[src/rtl/pbit_anneal_scheduler_pkg.sv]
// -----------------------------------------------------------------------------
// pbit_anneal_scheduler_pkg
// Shared definitions for the p-bit annealing scheduler and the MAC array:
//   - I0_WIDTH : width of the broadcast I_0 scaling value (fixed point [2][2])
//   - state_t  : scheduler FSM state encoding
//   - cnt_width: counter width helper (clog2 with a floor of one bit)
// -----------------------------------------------------------------------------
package pbit_anneal_scheduler_pkg;

    localparam int I0_WIDTH = 4;

    typedef enum logic [1:0] {
        IDLE   = 2'd0,
        SETTLE = 2'd1,
        UPDATE = 2'd2,
        DONE   = 2'd3
    } state_t;

    // Bits needed to hold 0..count-1; a single-value counter still gets one bit.
    function automatic int cnt_width(input int count);
        int width;
        if (count <= 1) begin
            width = 1;
        end else begin
            width = $clog2(count);
        end
        return width;
    endfunction

endpackage

[src/rtl/pbit_anneal_scheduler_if.sv]
// -----------------------------------------------------------------------------
// pbit_anneal_scheduler_if
// Run-control and p-bit array signals of the annealing scheduler.
//   start     : single-cycle pulse that begins a run (ignored while busy)
//   abort     : synchronous stop, wins over start
//   I_0       : I0_WIDTH-bit scaling value broadcast to every mac instance
//   update_en : N_PBITS-bit one-hot (or zero) latch enable for the p-bits
//   busy      : high while a run is in progress
//   done      : one-cycle pulse at normal completion
// Modports:
//   master : run controller side (drives start/abort, observes the rest)
//   slave  : scheduler side
// -----------------------------------------------------------------------------
interface pbit_anneal_scheduler_if
    import pbit_anneal_scheduler_pkg::*;
#(
    parameter int N_PBITS = 4
);

    logic                 start;
    logic                 abort;
    logic [I0_WIDTH-1:0]  I_0;
    logic [N_PBITS-1:0]   update_en;
    logic                 busy;
    logic                 done;

    modport master (
        output start,
        output abort,
        input  I_0,
        input  update_en,
        input  busy,
        input  done
    );

    modport slave (
        input  start,
        input  abort,
        output I_0,
        output update_en,
        output busy,
        output done
    );

endinterface

[src/rtl/pbit_anneal_scheduler.sv]
// -----------------------------------------------------------------------------
// pbit_anneal_scheduler
// Sequences Gibbs-style updates over N_PBITS p-bits: each p-bit gets one
// update_en pulse after a settle window of SETTLE_CYCLES idle cycles, p-bits
// are visited in index order, SWEEPS_PER_STEP full sweeps are made per I_0
// value, and I_0 ramps linearly from I0_START to I0_MAX.
//
// Ports:
//   clk   : rising-edge clock
//   rst_n : asynchronous active-low reset
//   bus   : pbit_anneal_scheduler_if.slave (start, abort, I_0, update_en,
//           busy, done)
//
// All outputs are registered. The output registers are loaded from the
// next-state values, so each output changes on the same edge as the state
// that it describes.
// -----------------------------------------------------------------------------
module pbit_anneal_scheduler
    import pbit_anneal_scheduler_pkg::*;
#(
    parameter int                  N_PBITS         = 4,
    parameter int                  SETTLE_CYCLES   = 2,
    parameter int                  SWEEPS_PER_STEP = 4,
    parameter logic [I0_WIDTH-1:0] I0_START        = 4'd0,
    parameter logic [I0_WIDTH-1:0] I0_MAX          = 4'd15
) (
    input  logic                    clk,
    input  logic                    rst_n,
    pbit_anneal_scheduler_if.slave  bus
);

    localparam int IDX_W    = cnt_width(N_PBITS);
    localparam int SETTLE_W = cnt_width(SETTLE_CYCLES);
    localparam int SWEEP_W  = cnt_width(SWEEPS_PER_STEP);

    localparam logic [IDX_W-1:0]    IDX_LAST    = IDX_W'(N_PBITS - 1);
    localparam logic [IDX_W-1:0]    IDX_ONE     = IDX_W'(1);
    localparam logic [IDX_W-1:0]    IDX_ZERO    = {IDX_W{1'b0}};
    localparam logic [SETTLE_W-1:0] SETTLE_LAST = SETTLE_W'(SETTLE_CYCLES - 1);
    localparam logic [SETTLE_W-1:0] SETTLE_ONE  = SETTLE_W'(1);
    localparam logic [SETTLE_W-1:0] SETTLE_ZERO = {SETTLE_W{1'b0}};
    localparam logic [SWEEP_W-1:0]  SWEEP_LAST  = SWEEP_W'(SWEEPS_PER_STEP - 1);
    localparam logic [SWEEP_W-1:0]  SWEEP_ONE   = SWEEP_W'(1);
    localparam logic [SWEEP_W-1:0]  SWEEP_ZERO  = {SWEEP_W{1'b0}};
    localparam logic [I0_WIDTH-1:0] I0_ONE      = {{(I0_WIDTH - 1){1'b0}}, 1'b1};
    localparam logic [N_PBITS-1:0]  EN_BIT0     = {{(N_PBITS - 1){1'b0}}, 1'b1};
    localparam logic [N_PBITS-1:0]  EN_NONE     = {N_PBITS{1'b0}};

    // State and counters
    state_t                state_r;
    state_t                state_s;
    logic [IDX_W-1:0]      idx_r;
    logic [IDX_W-1:0]      idx_s;
    logic [SETTLE_W-1:0]   settle_cnt_r;
    logic [SETTLE_W-1:0]   settle_cnt_s;
    logic [SWEEP_W-1:0]    sweep_cnt_r;
    logic [SWEEP_W-1:0]    sweep_cnt_s;

    // Registered outputs and their next values
    logic [I0_WIDTH-1:0]   i0_r;
    logic [I0_WIDTH-1:0]   i0_s;
    logic [N_PBITS-1:0]    update_en_r;
    logic [N_PBITS-1:0]    update_en_s;
    logic                  busy_r;
    logic                  busy_s;
    logic                  done_r;
    logic                  done_s;

    // State register: FSM state and sequencing counters.
    always_ff @(posedge clk or negedge rst_n) begin
        if (!rst_n) begin
            state_r      <= IDLE;
            idx_r        <= IDX_ZERO;
            settle_cnt_r <= SETTLE_ZERO;
            sweep_cnt_r  <= SWEEP_ZERO;
        end else begin
            state_r      <= state_s;
            idx_r        <= idx_s;
            settle_cnt_r <= settle_cnt_s;
            sweep_cnt_r  <= sweep_cnt_s;
        end
    end

    // Next-state logic: walk settle -> update per p-bit, sweep and step rollovers,
    // and the I_0 ramp, which only moves at a step end.
    always_comb begin
        state_s      = state_r;
        idx_s        = idx_r;
        settle_cnt_s = settle_cnt_r;
        sweep_cnt_s  = sweep_cnt_r;
        i0_s         = i0_r;

        case (state_r)
            IDLE: begin
                // abort in the same cycle as start keeps the scheduler idle
                if (bus.start && !bus.abort) begin
                    state_s      = SETTLE;
                    idx_s        = IDX_ZERO;
                    settle_cnt_s = SETTLE_ZERO;
                    sweep_cnt_s  = SWEEP_ZERO;
                    i0_s         = I0_START;
                end else begin
                    state_s = IDLE;
                end
            end

            SETTLE: begin
                if (bus.abort) begin
                    state_s = IDLE;
                end else if (settle_cnt_r == SETTLE_LAST) begin
                    settle_cnt_s = SETTLE_ZERO;
                    state_s      = UPDATE;
                end else begin
                    settle_cnt_s = settle_cnt_r + SETTLE_ONE;
                    state_s      = SETTLE;
                end
            end

            UPDATE: begin
                if (bus.abort) begin
                    state_s = IDLE;
                end else if (idx_r != IDX_LAST) begin
                    idx_s   = idx_r + IDX_ONE;
                    state_s = SETTLE;
                end else begin
                    idx_s = IDX_ZERO;
                    if (sweep_cnt_r != SWEEP_LAST) begin
                        sweep_cnt_s = sweep_cnt_r + SWEEP_ONE;
                        state_s     = SETTLE;
                    end else begin
                        sweep_cnt_s = SWEEP_ZERO;
                        // Increment only below I0_MAX, so I_0 can never wrap.
                        if (i0_r == I0_MAX) begin
                            state_s = DONE;
                        end else begin
                            i0_s    = i0_r + I0_ONE;
                            state_s = SETTLE;
                        end
                    end
                end
            end

            DONE: begin
                state_s = IDLE;
            end

            default: begin
                state_s = IDLE;
            end
        endcase
    end

    // Output decode from the next state, so the registered outputs line up with
    // the state they belong to; update_en is the inline one-hot decode of idx.
    always_comb begin
        update_en_s = EN_NONE;
        busy_s      = 1'b0;
        done_s      = 1'b0;

        case (state_s)
            IDLE: begin
                update_en_s = EN_NONE;
                busy_s      = 1'b0;
                done_s      = 1'b0;
            end
            SETTLE: begin
                update_en_s = EN_NONE;
                busy_s      = 1'b1;
                done_s      = 1'b0;
            end
            UPDATE: begin
                update_en_s = EN_BIT0 << idx_s;
                busy_s      = 1'b1;
                done_s      = 1'b0;
            end
            DONE: begin
                update_en_s = EN_NONE;
                busy_s      = 1'b0;
                done_s      = 1'b1;
            end
            default: begin
                update_en_s = EN_NONE;
                busy_s      = 1'b0;
                done_s      = 1'b0;
            end
        endcase
    end

    // Output registers, including the I_0 ramp value.
    always_ff @(posedge clk or negedge rst_n) begin
        if (!rst_n) begin
            i0_r        <= I0_START;
            update_en_r <= EN_NONE;
            busy_r      <= 1'b0;
            done_r      <= 1'b0;
        end else begin
            i0_r        <= i0_s;
            update_en_r <= update_en_s;
            busy_r      <= busy_s;
            done_r      <= done_s;
        end
    end

    assign bus.I_0       = i0_r;
    assign bus.update_en = update_en_r;
    assign bus.busy      = busy_r;
    assign bus.done      = done_r;

endmodule

[src/flat_wrapper.sv]
// flat-port wrapper written by rule: the top's interface ports become plain ports
module pbit_anneal_scheduler_flat import pbit_anneal_scheduler_pkg::*;
#(
    parameter int                  N_PBITS         = 4,
    parameter int                  SETTLE_CYCLES   = 2,
    parameter int                  SWEEPS_PER_STEP = 4,
    parameter logic [I0_WIDTH-1:0] I0_START        = 4'd0,
    parameter logic [I0_WIDTH-1:0] I0_MAX          = 4'd15
)
  (clk, rst_n, bus_start, bus_abort, bus_I_0, bus_update_en, bus_busy, bus_done);
  pbit_anneal_scheduler_if #(.N_PBITS(N_PBITS)) bus_i ();
  input  logic clk;
  input  logic rst_n;
  input wire logic [$bits(bus_i.start)-1:0] bus_start;
  input wire logic [$bits(bus_i.abort)-1:0] bus_abort;
  output wire logic [$bits(bus_i.I_0)-1:0] bus_I_0;
  output wire logic [$bits(bus_i.update_en)-1:0] bus_update_en;
  output wire logic [$bits(bus_i.busy)-1:0] bus_busy;
  output wire logic [$bits(bus_i.done)-1:0] bus_done;
  assign bus_i.start = bus_start;
  assign bus_i.abort = bus_abort;
  assign bus_I_0 = bus_i.I_0;
  assign bus_update_en = bus_i.update_en;
  assign bus_busy = bus_i.busy;
  assign bus_done = bus_i.done;
  pbit_anneal_scheduler #(.N_PBITS(N_PBITS), .SETTLE_CYCLES(SETTLE_CYCLES), .SWEEPS_PER_STEP(SWEEPS_PER_STEP), .I0_START(I0_START), .I0_MAX(I0_MAX)) u_core (.clk(clk), .rst_n(rst_n), .bus(bus_i));
endmodule
[config.mk]
export PLATFORM = sky130hd
export DESIGN_NAME = pbit_anneal_scheduler_flat
export DESIGN_NICKNAME = d
export VERILOG_FILES = /design/src/rtl/pbit_anneal_scheduler_pkg.sv /design/src/rtl/pbit_anneal_scheduler_if.sv /design/src/rtl/pbit_anneal_scheduler.sv /design/src/flat_wrapper.sv
export SDC_FILE = /design/constraint.sdc
export NUM_CORES = 1
export LEC_CHECK = 0
export BUFFER_PORTS_ARGS = -buffer_cell sky130_fd_sc_hd__buf_2
export CAP_MARGIN = 10
export CELL_PAD_IN_SITES_DETAIL_PLACEMENT = 1
export CELL_PAD_IN_SITES_GLOBAL_PLACEMENT = 2
export CORE_UTILIZATION = 36
export DETAILED_ROUTE_END_ITERATION = 7
export HOLD_SLACK_MARGIN = 0.08
export PLACE_DENSITY = 0.82
export SYNTH_ARGS = -nofsm -noshare
export SYNTH_HDL_FRONTEND = slang
export SYNTH_SLANG_ARGS = --single-unit
[constraint.sdc]
create_clock -name clk -period 2.7 [get_ports clk]
set_input_delay 0.27 -clock clk [delete_from_list [all_inputs] [get_ports clk]]
set_output_delay 0.27 -clock clk [all_outputs]
set_load 0.01 [all_outputs]
Word-level counts from Yosys, hierarchy flattened
Index checks and enable logic that the tools add are counted.
W data, S select, Z words.
{"block": "word_totals", "reg_bits": 17, "in_bits": 4}
{"block": "op_classes", "n_addsub": 4, "n_eq_ne": 15, "shifts": 1, "muxes": 30, "n_reduce_logical": 13}
{"op": "$mux W2", "count": 13}
{"op": "$mux W4", "count": 5}
{"op": "$pmux W4 S2", "count": 2}
{"op": "$ne A2 B2 Y1 const B", "count": 7}
{"op": "$eq A2 B2 Y1 const B", "count": 4}
{"op": "$pmux W2 S2", "count": 2}
{"op": "$pmux W2 S4", "count": 1}
{"op": "$pmux W1 S2", "count": 3}
{"op": "$reduce_and A6 Y1", "count": 1}
{"op": "$reduce_or A3 Y1", "count": 2}
{"op": "$add A2 B1 Y2 const B", "count": 2}
{"op": "$add A4 B1 Y4 const B", "count": 1}
{"op": "$eq A2 B1 Y1 const B", "count": 2}
{"op": "$eq A4 B4 Y1 const B", "count": 1}
{"op": "$logic_not A2 Y1", "count": 2}
{"op": "$mux W1", "count": 4}
{"op": "$reduce_and A4 Y1", "count": 1}
{"op": "$reduce_bool A2 Y1", "count": 2}
{"op": "$reduce_or A2 Y1", "count": 2}
{"op": "$shl A1 B2 Y4 const A", "count": 1}
{"op": "$reduce_and A3 Y1", "count": 1}
{"op": "$ne A2 B1 Y1 const B", "count": 1}
{"op": "$add A1 B1 Y1 const B", "count": 1}
{"op": "$logic_and A1 B1 Y1", "count": 1}
{"op": "$logic_not A1 Y1", "count": 1}

Logic depth before layout (Yosys ltp)
{"block": "logic_depth", "depth_word": 9, "depth_mapped": 7}

Worst setup path after synthesis
OpenSTA, ideal clock, no wires.
{"block": "synth_timing", "path_kind": "flip-flop to flip-flop", "startpoint": "register u_core.i0_r[0], in the netlist u_core.bus.I_0[0]", "endpoint": "register u_core.update_en_r[0], in the netlist u_core.bus.update_en[0]", "setup_time_ps": 67, "t_arrival_ps": 1602, "setup_slack_ps": 1031, "path_stages_with_launch": 7, "n_path_buf": 0, "period_less_slack_ps": 1669, "path_cell_list": "dfrtp_1 > ha_1 > nand3_1 > or3_1 > a21oi_1 > ha_1 > and3_1"}
{"block": "synth_via", "elab_chain_len": 9}
{"element": "start: declaration", "line": "pbit_anneal_scheduler.sv:60", "source": "logic [I0_WIDTH-1:0] i0_r;"}
{"element": "start signal: assignment", "line": "pbit_anneal_scheduler.sv:197", "source": "i0_r <= i0_s;"}
{"element": "$eq A4 B4 Y1 (*)", "line": "pbit_anneal_scheduler.sv:133", "source": "if (i0_r == I0_MAX) begin"}
{"element": "$mux W2 (*)", "line": "pbit_anneal_scheduler.sv:133"}
{"element": "$mux W2 (*)", "line": "pbit_anneal_scheduler.sv:127", "source": "if (sweep_cnt_r != SWEEP_LAST) begin"}
{"element": "$mux W2 (*)", "line": "pbit_anneal_scheduler.sv:122", "source": "end else if (idx_r != IDX_LAST) begin"}
{"element": "$mux W2 (*)", "line": "pbit_anneal_scheduler.sv:120", "source": "if (bus.abort) begin"}
{"element": "$pmux W2 S4 (*)", "line": "pbit_anneal_scheduler.sv:93", "source": "case (state_r)"}
{"element": "named net u_core.state_s[1]", "line": "pbit_anneal_scheduler.sv:51", "source": "state_t state_s;"}
{"element": "$eq A2 B1 Y1 (tied with other cells)", "line": "pbit_anneal_scheduler.sv:160", "source": "case (state_s)"}
{"element": "$reduce_or A3 Y1 (no line)"}
{"element": "$pmux W4 S2 (*)", "line": "pbit_anneal_scheduler.sv:160"}
{"element": "named net u_core.update_en_s[0]", "line": "pbit_anneal_scheduler.sv:63", "source": "logic [N_PBITS-1:0] update_en_s;"}
{"element": "end signal: assignment", "line": "pbit_anneal_scheduler.sv:198", "source": "update_en_r <= update_en_s;"}
{"element": "end: declaration", "line": "pbit_anneal_scheduler.sv:62", "source": "logic [N_PBITS-1:0] update_en_r;"}
Mark *: on every way through the listed nets, which the timed path passes. The rest lies on a longest branch.
A chain may end at the register's enable or synchronous reset.

Worst setup path in the final report
{"block": "layout_timing", "startpoint": "register u_core.i0_r[0], in the netlist u_core.bus.I_0[0]", "endpoint": "register u_core.update_en_r[2], in the netlist u_core.bus.update_en[2]"}
Same word-level chain as after synthesis.

==> flow_metrics.env <==
export IMPL_dp_hpwl_mm=1.29
export IMPL_fp_coreArea_sq_mm=0.00219
export IMPL_cp_arrival_ns=2.19
export IMPL_syn_area_sq_um=831
export IMPL_numPortBuffers=13
export IMPL_hold_viol_final=0
export IMPL_worstSetupStartpointType="register"
export IMPL_grt_pass1_wl_mm=3.02
export IMPL_grt_overflow_total=0
export IMPL_cts_root_buf="clkbuf_4"
export IMPL_first_global_vias=667
export IMPL_tns_ns=0
export IMPL_skew_ns=0.00691
export IMPL_firstDrtPassIters=3
export IMPL_drt_iter0_drc=8
export IMPL_cts_tree="built"
export IMPL_cp_max_fo=5
export IMPL_setup_viol=0
export IMPL_timing_slew_headroom_pct=73.7
export IMPL_syn_area_per_cell_sq_um=10.8
export IMPL_ant_nets=0
export IMPL_pwr_density_cell_mw_per_mm2=497
export IMPL_final_max_slew_viol_count=0
export IMPL_max_slew_worst_pin_slew_ns=0.395
export IMPL_cpMaxStageDelayCell="dfrtp_1"
export IMPL_hold_ws_ns=0.294
export IMPL_path_clk_slew_ns=0.11
export IMPL_synth_most_common_cell="dfrtp_1"
export IMPL_vias=631
export IMPL_drive_gt1_share_pct=25.8
export IMPL_yosys_most_used_dff="dfrtp_1"
export IMPL_async_reset_ff_share_pct=100
export IMPL_clkSinkCount=17
export IMPL_grt_usage_pct=16.6
export IMPL_fin_crit_ns=1.95
export IMPL_num_antenna_cells=0
export IMPL_area_growth_pct=14.2
export IMPL_clock_latency_ns=0.29
export IMPL_cpMostUsedCell="ha_1"
export IMPL_min_period_over_period_pct=72.1
export IMPL_numCtsBuffers=3
export IMPL_io_pins=14
export IMPL_setup_ws_ns=0.753
export IMPL_hold_class="input port to register"
export IMPL_post_cts_buffers=0
export IMPL_yosys_warnings=0
export IMPL_cts_max_path_buffers=2
export IMPL_routed_wl_mm=1.64
export IMPL_drc=0
export IMPL_clock_fmax_ghz=0.514
export IMPL_htree_num_levels=1
export IMPL_synth_edf_count=0
export IMPL_ys_seq_elements=17
export IMPL_via_per_inst=5.21
export IMPL_status="completed"
export IMPL_r2r_slack_ns=0.75
export IMPL_yosysSeqAreaShare_pct=51.2
export IMPL_synth_top_area_share_pct=51.2
export IMPL_cp_end_kind="register"
export IMPL_rsz0062_at_grt="false"
export IMPL_power_mw=0.471
export IMPL_num_rows=17
export IMPL_synth_cells=77
export IMPL_required_ns=2.94
export IMPL_path_class="register to register"
export IMPL_dieArea_sq_mm=0.00250
export IMPL_yosysUniqueCellTypes=28
export IMPL_maxCapViolations=0
export IMPL_start_util_pct=37.9
export IMPL_fin_nets=103
export IMPL_die_w_um=50.0
export IMPL_antenna_found_initial=0
export IMPL_pre_cts_ws_ns=0.771
export IMPL_die_height_um=50.0
export IMPL_ys_top_cells_by_area="dfrtp_1 (51%), ha_1 (7.5%), a21oi_1 (3.6%)"
export IMPL_synth_area_leader_cell="dfrtp_1"
export IMPL_wire_per_inst_um=13.6
export IMPL_synth_common_cells="dfrtp_1 (17), inv_1 (7), a21oi_1 (6), nor2_1 (6)"
export IMPL_syn_num_nets=86
export IMPL_grt_max_degree=18
export IMPL_cpPeakStageDelay_ns=0.43
export IMPL_gp_congestion=0.719
export IMPL_path_buf_inv=0
export IMPL_ir_worst_vdd_v=0.000248
export IMPL_crit_family="simple AND/OR/NAND/NOR gates"
export IMPL_crit_chain="ha_1 -> nand3_1 -> or3_1 -> a21oi_1 -> ha_1 -> and3_1"
export IMPL_p_leak_nw=0.499
[layer usage]
metal,track usage [%],wire [um]
met1,19.7,676
met2,28.9,907
met3,3.70,45
met4,5.71,13
met5,0,0
[final timing paths]
kind | from | end | depth (start not counted)
max reg2reg | u_core.bus.I_0[0] | u_core.bus.update_en[2] | 6
min in group asynchronous | rst_n | u_core.bus.I_0[0] | 2
min | bus_abort | u_core.state_r[0] | 2
min reg2reg | u_core.settle_cnt_r | u_core.settle_cnt_r | 1
max | u_core.bus.I_0[0] | u_core.bus.update_en[2] | 6
max in group asynchronous | rst_n | u_core.state_r[1] | 2
[final cells by class]
cell class	instances	area, sq um
multi-input combinational	50	353
tap	28	35.0
clock buffer	3	22.5
fill	251	1240
clock inverter	1	7.51
sequential	17	425
timing repair buffer	14	75.1
inverter	8	30.0
[where the power goes]
part           total [mW]  internal (mW)  leakage, nW  switching (mW)
Combinational      0.0494         0.0194        0.251          0.0300
Clock               0.142         0.0563       0.0139          0.0856
Sequential          0.280          0.266        0.234          0.0144
Total               0.471          0.341        0.499           0.130
[flip-flops by register name, summed over array words and instances (netlist names)]
register and cells:
u_core.bus.I_0 4, u_core.bus.update_en 4, u_core.idx_r 2, u_core.state_r 2, u_core.sweep_cnt_r 2, u_core.bus.busy 1, u_core.bus.done 1, u_core.settle_cnt_r 1
[worst reg2reg max path: stages, from the launching register on]
cell and delay (ns):
dfrtp_1 0.43, ha_1 0.26, nand3_1 0.12, or3_1 0.38, a21oi_1 0.29, ha_1 0.26, and3_1 0.16
[through the flow]
step / instance area (sq um) / std cells / utilization (%)
after floorplan: 831 / 77 / -
after global placement: 908 / 116 / 41.5
after detailed placement: 908 / 116 / 41.5
after CTS: 948 / 121 / 43.3
after global routing: 948 / 121 / 43.3
final: 948 / 121 / 43.3
[cell families after synthesis]
logic type / synth area share, %
AND/OR/NAND/NOR: 19.6
AO/OA/AOI/OAI: 14.2
flip-flops: 51.2
buffers and inverters: 6.33
adder cells (fa/ha/maj): 7.53
multiplexers: 1.20
[cells in the final DEF, fill, tap and decap left out, drive strengths merged]
cell type	n
a21oi	6
a22o	1
a31o	1
a31oi	2
a32o	1
a32oi	1
and3	4
and3b	1
and4	1
buf	13
clkbuf	3
clkinvlp	1
dfrtp	17
dlygate4sd3	1
ha	5
inv	8
mux2i	1
nand2	3
nand3	3
nand3b	1
nor2	6
nor2b	2
nor3	1
nor4b	1
o21ai	7
or2	1
or3	1
[what timing repair did]
| action | in CTS | in global routing |
|---|---|---|
| hold buffers | 1 | 0 |
| gates resized for setup | 0 | 0 |
| hold endpoints to repair | 17 | 0 |
Power figures use the tool's default switching activity.
